## src/rtl/single_port_ram_controller_if.sv

```systemverilog
// Bus bundle for single_port_ram_controller: write-request, read-request and
// read-response channels plus the port toward the single_port_ram instance.
// The slave modport is the controller's view; master is the client/RAM side.
interface single_port_ram_controller_if #(
  parameter int WIDTH         = 8,
  parameter int ADDRESS_WIDTH = 4
);
  // Write request channel
  logic                     write_request_valid;
  logic                     write_request_ready;
  logic [ADDRESS_WIDTH-1:0] write_request_address;
  logic [WIDTH-1:0]         write_request_data;
  // Read request channel
  logic                     read_request_valid;
  logic                     read_request_ready;
  logic [ADDRESS_WIDTH-1:0] read_request_address;
  // Read response channel
  logic                     read_response_valid;
  logic                     read_response_ready;
  logic [WIDTH-1:0]         read_response_data;
  // RAM port
  logic                     memory_write_enable;
  logic                     memory_read_enable;
  logic [ADDRESS_WIDTH-1:0] memory_address;
  logic [WIDTH-1:0]         memory_write_data;
  logic [WIDTH-1:0]         memory_read_data;

  modport slave (
    input  write_request_valid, write_request_address, write_request_data,
    output write_request_ready,
    input  read_request_valid, read_request_address,
    output read_request_ready,
    output read_response_valid, read_response_data,
    input  read_response_ready,
    output memory_write_enable, memory_read_enable, memory_address, memory_write_data,
    input  memory_read_data
  );

  modport master (
    output write_request_valid, write_request_address, write_request_data,
    input  write_request_ready,
    output read_request_valid, read_request_address,
    input  read_request_ready,
    input  read_response_valid, read_response_data,
    output read_response_ready,
    input  memory_write_enable, memory_read_enable, memory_address, memory_write_data,
    output memory_read_data
  );
endinterface

```

## src/rtl/single_port_ram_controller.sv

```systemverilog
// single_port_ram_controller: arbitrates independent write and read request
// channels onto one RAM port and registers read data into a response channel.
// Optional feature macro: SINGLE_PORT_RAM_CONTROLLER_ROUND_ROBIN_EN
//   defined   -> contended cycles alternate write/read (write wins first)
//   undefined -> fixed write priority
module single_port_ram_controller #(
  parameter int WIDTH         = 8,
  parameter int DEPTH         = 16,
  parameter int ADDRESS_WIDTH = $clog2(DEPTH)
) (
  input  logic                        clock,
  input  logic                        resetn,
  single_port_ram_controller_if.slave bus
);

  logic                 r_read_response_valid;
  logic [WIDTH-1:0]     r_read_response_data;

  logic                 w_write_request;
  logic                 w_read_eligible;
  logic                 w_grant_write;
  logic                 w_grant_read;
  logic                 w_response_taken;

  // A read may only be granted when the response register is free or being
  // drained this cycle, so an unconsumed response is never overwritten.
  assign w_write_request  = bus.write_request_valid;
  assign w_read_eligible  = bus.read_request_valid &&
                            (!r_read_response_valid || bus.read_response_ready);
  assign w_response_taken = r_read_response_valid && bus.read_response_ready;

`ifdef SINGLE_PORT_RAM_CONTROLLER_ROUND_ROBIN_EN
  logic r_last_grant_was_read;

  // On contention grant the opposite of the previous contended winner.
  assign w_grant_write = w_write_request && (!w_read_eligible || r_last_grant_was_read);
  assign w_grant_read  = w_read_eligible && (!w_write_request || !r_last_grant_was_read);

  // Track the winner of contended cycles only; reset to 1 so write wins first.
  always_ff @(posedge clock or negedge resetn) begin
    if (!resetn) begin
      r_last_grant_was_read <= 1'b1;
    end else if (w_write_request && w_read_eligible) begin
      r_last_grant_was_read <= w_grant_read;
    end
  end
`else
  // Fixed priority: any valid write wins, reads fill the remaining cycles.
  assign w_grant_write = w_write_request;
  assign w_grant_read  = w_read_eligible && !w_write_request;
`endif

  // Handshake readies and RAM port; address/data are forced to 0 when idle.
  assign bus.write_request_ready = w_grant_write;
  assign bus.read_request_ready  = w_grant_read;
  assign bus.memory_write_enable = w_grant_write;
  assign bus.memory_read_enable  = w_grant_read;
  assign bus.memory_address      = w_grant_write ? bus.write_request_address :
                                   w_grant_read  ? bus.read_request_address  :
                                                   '0;
  assign bus.memory_write_data   = w_grant_write ? bus.write_request_data : '0;

  assign bus.read_response_valid = r_read_response_valid;
  assign bus.read_response_data  = r_read_response_data;

  // Response register: load on read grant, clear on consumption, else hold.
  always_ff @(posedge clock or negedge resetn) begin
    if (!resetn) begin
      r_read_response_valid <= 1'b0;
      r_read_response_data  <= '0;
    end else if (w_grant_read) begin
      r_read_response_valid <= 1'b1;
      r_read_response_data  <= bus.memory_read_data;
    end else if (w_response_taken) begin
      r_read_response_valid <= 1'b0;
    end
  end

endmodule

```

## src/flat_wrapper.sv

```systemverilog
// flat-port wrapper written by rule: the top's interface ports become plain ports
module single_port_ram_controller_flat 
#(
  parameter int WIDTH         = 8,
  parameter int DEPTH         = 16,
  parameter int ADDRESS_WIDTH = $clog2(DEPTH)
)
  (clock, resetn, bus_write_request_valid, bus_write_request_address, bus_write_request_data, bus_write_request_ready, bus_read_request_valid, bus_read_request_address, bus_read_request_ready, bus_read_response_valid, bus_read_response_data, bus_read_response_ready, bus_memory_write_enable, bus_memory_read_enable, bus_memory_address, bus_memory_write_data, bus_memory_read_data);
  single_port_ram_controller_if #(.WIDTH(WIDTH), .ADDRESS_WIDTH(ADDRESS_WIDTH)) bus_i ();
  input  logic clock;
  input  logic resetn;
  input wire logic [$bits(bus_i.write_request_valid)-1:0] bus_write_request_valid;
  input wire logic [$bits(bus_i.write_request_address)-1:0] bus_write_request_address;
  input wire logic [$bits(bus_i.write_request_data)-1:0] bus_write_request_data;
  output wire logic [$bits(bus_i.write_request_ready)-1:0] bus_write_request_ready;
  input wire logic [$bits(bus_i.read_request_valid)-1:0] bus_read_request_valid;
  input wire logic [$bits(bus_i.read_request_address)-1:0] bus_read_request_address;
  output wire logic [$bits(bus_i.read_request_ready)-1:0] bus_read_request_ready;
  output wire logic [$bits(bus_i.read_response_valid)-1:0] bus_read_response_valid;
  output wire logic [$bits(bus_i.read_response_data)-1:0] bus_read_response_data;
  input wire logic [$bits(bus_i.read_response_ready)-1:0] bus_read_response_ready;
  output wire logic [$bits(bus_i.memory_write_enable)-1:0] bus_memory_write_enable;
  output wire logic [$bits(bus_i.memory_read_enable)-1:0] bus_memory_read_enable;
  output wire logic [$bits(bus_i.memory_address)-1:0] bus_memory_address;
  output wire logic [$bits(bus_i.memory_write_data)-1:0] bus_memory_write_data;
  input wire logic [$bits(bus_i.memory_read_data)-1:0] bus_memory_read_data;
  assign bus_i.write_request_valid = bus_write_request_valid;
  assign bus_i.write_request_address = bus_write_request_address;
  assign bus_i.write_request_data = bus_write_request_data;
  assign bus_write_request_ready = bus_i.write_request_ready;
  assign bus_i.read_request_valid = bus_read_request_valid;
  assign bus_i.read_request_address = bus_read_request_address;
  assign bus_read_request_ready = bus_i.read_request_ready;
  assign bus_read_response_valid = bus_i.read_response_valid;
  assign bus_read_response_data = bus_i.read_response_data;
  assign bus_i.read_response_ready = bus_read_response_ready;
  assign bus_memory_write_enable = bus_i.memory_write_enable;
  assign bus_memory_read_enable = bus_i.memory_read_enable;
  assign bus_memory_address = bus_i.memory_address;
  assign bus_memory_write_data = bus_i.memory_write_data;
  assign bus_i.memory_read_data = bus_memory_read_data;
  single_port_ram_controller #(.WIDTH(WIDTH), .DEPTH(DEPTH), .ADDRESS_WIDTH(ADDRESS_WIDTH)) u_core (.clock(clock), .resetn(resetn), .bus(bus_i));
endmodule
```

## config.mk

```make
export PLATFORM = sky130hd
export DESIGN_NAME = single_port_ram_controller_flat
export DESIGN_NICKNAME = d
export VERILOG_FILES = /design/src/rtl/single_port_ram_controller_if.sv /design/src/rtl/single_port_ram_controller.sv /design/src/flat_wrapper.sv
export SDC_FILE = /design/constraint.sdc
export NUM_CORES = 1
export LEC_CHECK = 0
export CELL_PAD_IN_SITES_DETAIL_PLACEMENT = 0
export CELL_PAD_IN_SITES_GLOBAL_PLACEMENT = 1
export CORE_ASPECT_RATIO = 1.75
export CORE_MARGIN = 10
export CORE_UTILIZATION = 16
export CTS_CLUSTER_DIAMETER = 50
export CTS_CLUSTER_SIZE = 40
export DETAILED_ROUTE_END_ITERATION = 10
export PLACE_DENSITY_LB_ADDON = 0.1
export SYNTH_ARGS = -nofsm -noshare
export SYNTH_HDL_FRONTEND = slang
export SYNTH_SLANG_ARGS = --single-unit
```

## constraint.sdc

```tcl
create_clock -name clock -period 1.1 [get_ports clock]
set_input_delay 0.22 -clock clock [delete_from_list [all_inputs] [get_ports clock]]
set_output_delay 0.22 -clock clock [all_outputs]
set_load 0.01 [all_outputs]
```

==> results.txt <==
----------------------------------------------------
[Setup path]
  Startpoint class of the critical path ... flop
  Slowest CP cell ... sky130_fd_sc_hd__dfrtp_1
  Slowest stage delay, CP ... 0.40 ns
  Type of element capturing the critical path ... output port
  Data required, critical path ... 0.88 ns
  Arr. time, crit path ... 1.10 ns
  Cells along the critical path ... nand2b_4 > nand3_2 > o21ai_1 > buf_2
  Class of the most critical setup path ... flop to output port
  Maximum fanout along the worst path ... 6

[Final layout]
  Commonest cells after routing, fill and taps aside ... 17 x sky130_fd_sc_hd__clkdlybuf4s50_1, 13 x sky130_fd_sc_hd__dlygate4sd2_1, 12 x sky130_fd_sc_hd__buf_2
  Layout area overhead ... 121%
  Final design area excluding fillers ... 0.00108 sq mm
  Multi-input gate area ... 262 sq um
  Flip-flop and latch area ... 225 sq um
  Share of cells above drive strength 1 ... 41.7%
  FILL cells ... 302
  Most common cell after layout, fill and taps aside ... sky130_fd_sc_hd__clkdlybuf4s50_1
  Net count, final ... 133
  Number of antenna diodes ... 0

[STA]
  Aggregate negative setup slack ... -1.73 ns
  Setup violations, final ... 15
  Hold Vio Cnt, Final ... 0
  Final Max Tran Viols ... 0
  Relative slew slack ... 77.6%
  Least setup slack across all paths after layout ... -0.223 ns
  Worst hold slack after final layout ... 0.271 ns
  Worst-case clock skew ... 0.000355 ns
  Crit share post-route ... 120%
  Actual transition at the worst max-transition pin ... 0.336 ns
  Unrepaired setup endpoints after global routing ... true
  Post-route minimum period ... 1.32 ns
  Max Clock Freq ... 0.756 GHz

[Pwr]
  Power, Total ... 1200 uW
  Internal power component ... 887 uW
  Total power density per cell area ... 1120 mW/mm^2
  NetSw ... 316 uW
  Total leakage power ... 0.000525 uW
  Share of power burned in combinational logic ... 34.2%
  Sw Ratio ... 26.3%
  Worst VDD drop ... 0.702 mV
  Sequential share of power ... 34.6%
  Clock Power Share ... 31.3%

[GRT]
  Wire length of the first global-routing pass ... 3060 microns
  Antenna violations before repair ... 0
  Number of global-route vias before repair ... 593
  Aggregate global routing overflow ... 0
  Maximum number of pins on one net before global-route repair ... 11
  Global-route total usage across every layer ... 7.16%

[Synth]
  Synthesized area ... 488 sq um
  Mean area per synthesized cell ... 10.6 sq um
  Biggest area contributors in the synthesized netlist ... sky130_fd_sc_hd__dfrtp_1 46%, sky130_fd_sc_hd__mux2_2 18%, sky130_fd_sc_hd__and2_1 10%
  Share of the synthesized area in the top cell type ... 46.2%
  Share of synthesized area occupied by flip-flops and latches ... 46.2%
  Synthesized net count ... 75
  Post-synthesis cell type count ... 11
  Flip-flop and latch count after synthesis ... 9
  Cell count after synthesis ... 46
  Area leader, netlist ... sky130_fd_sc_hd__dfrtp_1
  Number of warnings reported in the yosys synthesis log ... 0

[Die]
  Die Height ... 93.1 microns
  DIE WIDTH ... 61.7 microns
  I/O pin count ... 54
  Initial Utilization ... 16.7%
  Num rows ... 26
  Die Outline Area ... 0.00575 sq mm
  Std-Cell Core Area ... 0.00293 sq mm

[Routing]
  Total Routed Length ... 2040 microns
  Count of nets left with antenna violations after detail routing ... 0
  Avg WL per Cell ... 15.6 microns
  Detail-routed via count per cell ... 4.15
  Count of TritonRoute iterations in the first routing pass ... 4
  Number of violations reported at the end of detailed-routing iteration 0 ... 13
  DR vias ... 544
  DRC Markers ... 0

[Clock tree]
  Post-CTS Hold Buffers ... 0
  H-tree levels ... 1
  Number of buffers on the longest clock path ... 2
  Root cell of the clock tree ... sky130_fd_sc_hd__clkbuf_8
  Post-CTS Setup Bufs ... 0
  Clock-pin slew reported for the worst setup and hold paths after clock tree synthesis ... 0.04 ns
  Later-pin clock latency in the skew report ... 0.23 ns
  CTS tree ... yes
  Number of sinks handled by clock tree synthesis ... 9
  Num CTS Buffers ... 3

[Status]
  Status ... finished, violations left
  Violations in the final reports ... negative setup slack

[Flow run]
  Maximum Capacitance Violations ... 0

[Place]
  RD Place Congestion ... 0.592
  Setup WS pre-CTS ... -0.761 ns
  PortBufs ... 53
  Post-DP Area ... 0.00107 sq mm

[Worst hold path]
  Class of the tightest hold or removal check ... primary input to asynchronous set/reset pin

----------------------------------------------------
-- synthesized netlist by cell type --
library cell and instances:
sky130_fd_sc_hd__o21ai_0 5, sky130_fd_sc_hd__nand2b_2 1, sky130_fd_sc_hd__nand3b_4 1, sky130_fd_sc_hd__clkbuf_1 1
sky130_fd_sc_hd__buf_4 3, sky130_fd_sc_hd__nand2_1 4, sky130_fd_sc_hd__inv_1 2, sky130_fd_sc_hd__mux2_2 8
sky130_fd_sc_hd__nand3_1 4, sky130_fd_sc_hd__dfrtp_1 9, sky130_fd_sc_hd__and2_1 8
-- final cells by class --
type | count | share of cell area [%]
tap | 28 | 3.25
timing repair buffer | 57 | 46.8
clock buffer | 4 | 4.18
sequential | 9 | 20.9
inverter | 2 | 0.696
multi-input combinational | 31 | 24.2
-- path summary, 6_finish.rpt --
| path | depth (start not counted) | to | slack, ns | start |
|---|---|---|---|---|
| max in group asynchronous | 2 | u_core.bus.read_response_valid$_DFFE_PN0P_ | 0.70 | resetn |
| setup / recovery | 4 | bus_memory_address[1] | -0.22 | u_core.bus.read_response_valid$_DFFE_PN0P_ |
| min in group clock | 3 | u_core.bus.read_response_valid$_DFFE_PN0P_ | 0.39 | bus_write_request_valid |
| hold reg to reg | 1 | u_core.bus.read_response_data[5]$_DFFE_PN0N_ | 0.50 | u_core.bus.read_response_data[5]$_DFFE_PN0N_ |
| setup reg to reg | 4 | u_core.bus.read_response_data[3]$_DFFE_PN0N_ | -0.07 | u_core.bus.read_response_valid$_DFFE_PN0P_ |
| hold / removal | 2 | u_core.bus.read_response_data[0]$_DFFE_PN0N_ | 0.27 | resetn |
-- power by group through the flow --
| stage | Sequential, uW | Clock (uW) | Combinational, uW |
|---|---|---|---|
| 6_report | 416 | 376 | 411 |
| 5_1_grt | 424 | 413 | 450 |
| 4_1_cts | 417 | 392 | 432 |
| 3_5_place_dp | 422 | 0 | 478 |
| 3_3_place_gp | 421 | 0 | 477 |
| 2_1_floorplan | 450 | 0 | 125 |
-- logic make-up (layout without fill, tap and decap cells) --
family | after synthesis | after routing | share of synthesized area, %
compound gates | 5 | 5 | 5.13
buf+inv | 6 | 63 | 6.92
flops | 9 | 9 | 46.2
mux | 8 | 8 | 18.5
simple gates | 18 | 18 | 23.3
-- metrics by stage --
stage                     utilization [%]  std cells
after floorplan                         -         46
after global placement               36.5        126
after detailed placement             36.5        126
after CTS                            37.0        131
after global routing                 36.8        131
final                                36.8        131
-- per-layer routing --
metal | routed length (microns) | GRT usage (%)
met1 | 647 | 6.24
met2 | 1030 | 12.2
met5 | 0 | 0
met4 | 27 | 3.37
met3 | 340 | 4.47
-- worst max-delay path: cells and delay by family (launching register included) --
| kind | cells | cell delay, ns |
|---|---|---|
| simple gates | 2 | 0.20 |
| flops | 1 | 0.40 |
| buf+inv | 1 | 0.15 |
| compound gates | 1 | 0.13 |
-- repair_timing --
action,CTS,global route
pin swaps,14,5
setup endpoints to repair,33,19
cloned,1,0
resized for setup,97,8
-- registers in the layout, indices dropped and copies added (netlist names) --
register / cells
u_core.bus.read_response_valid: 1
u_core.bus.read_response_data: 8
No activity file was read; power rests on OpenSTA's default activity.
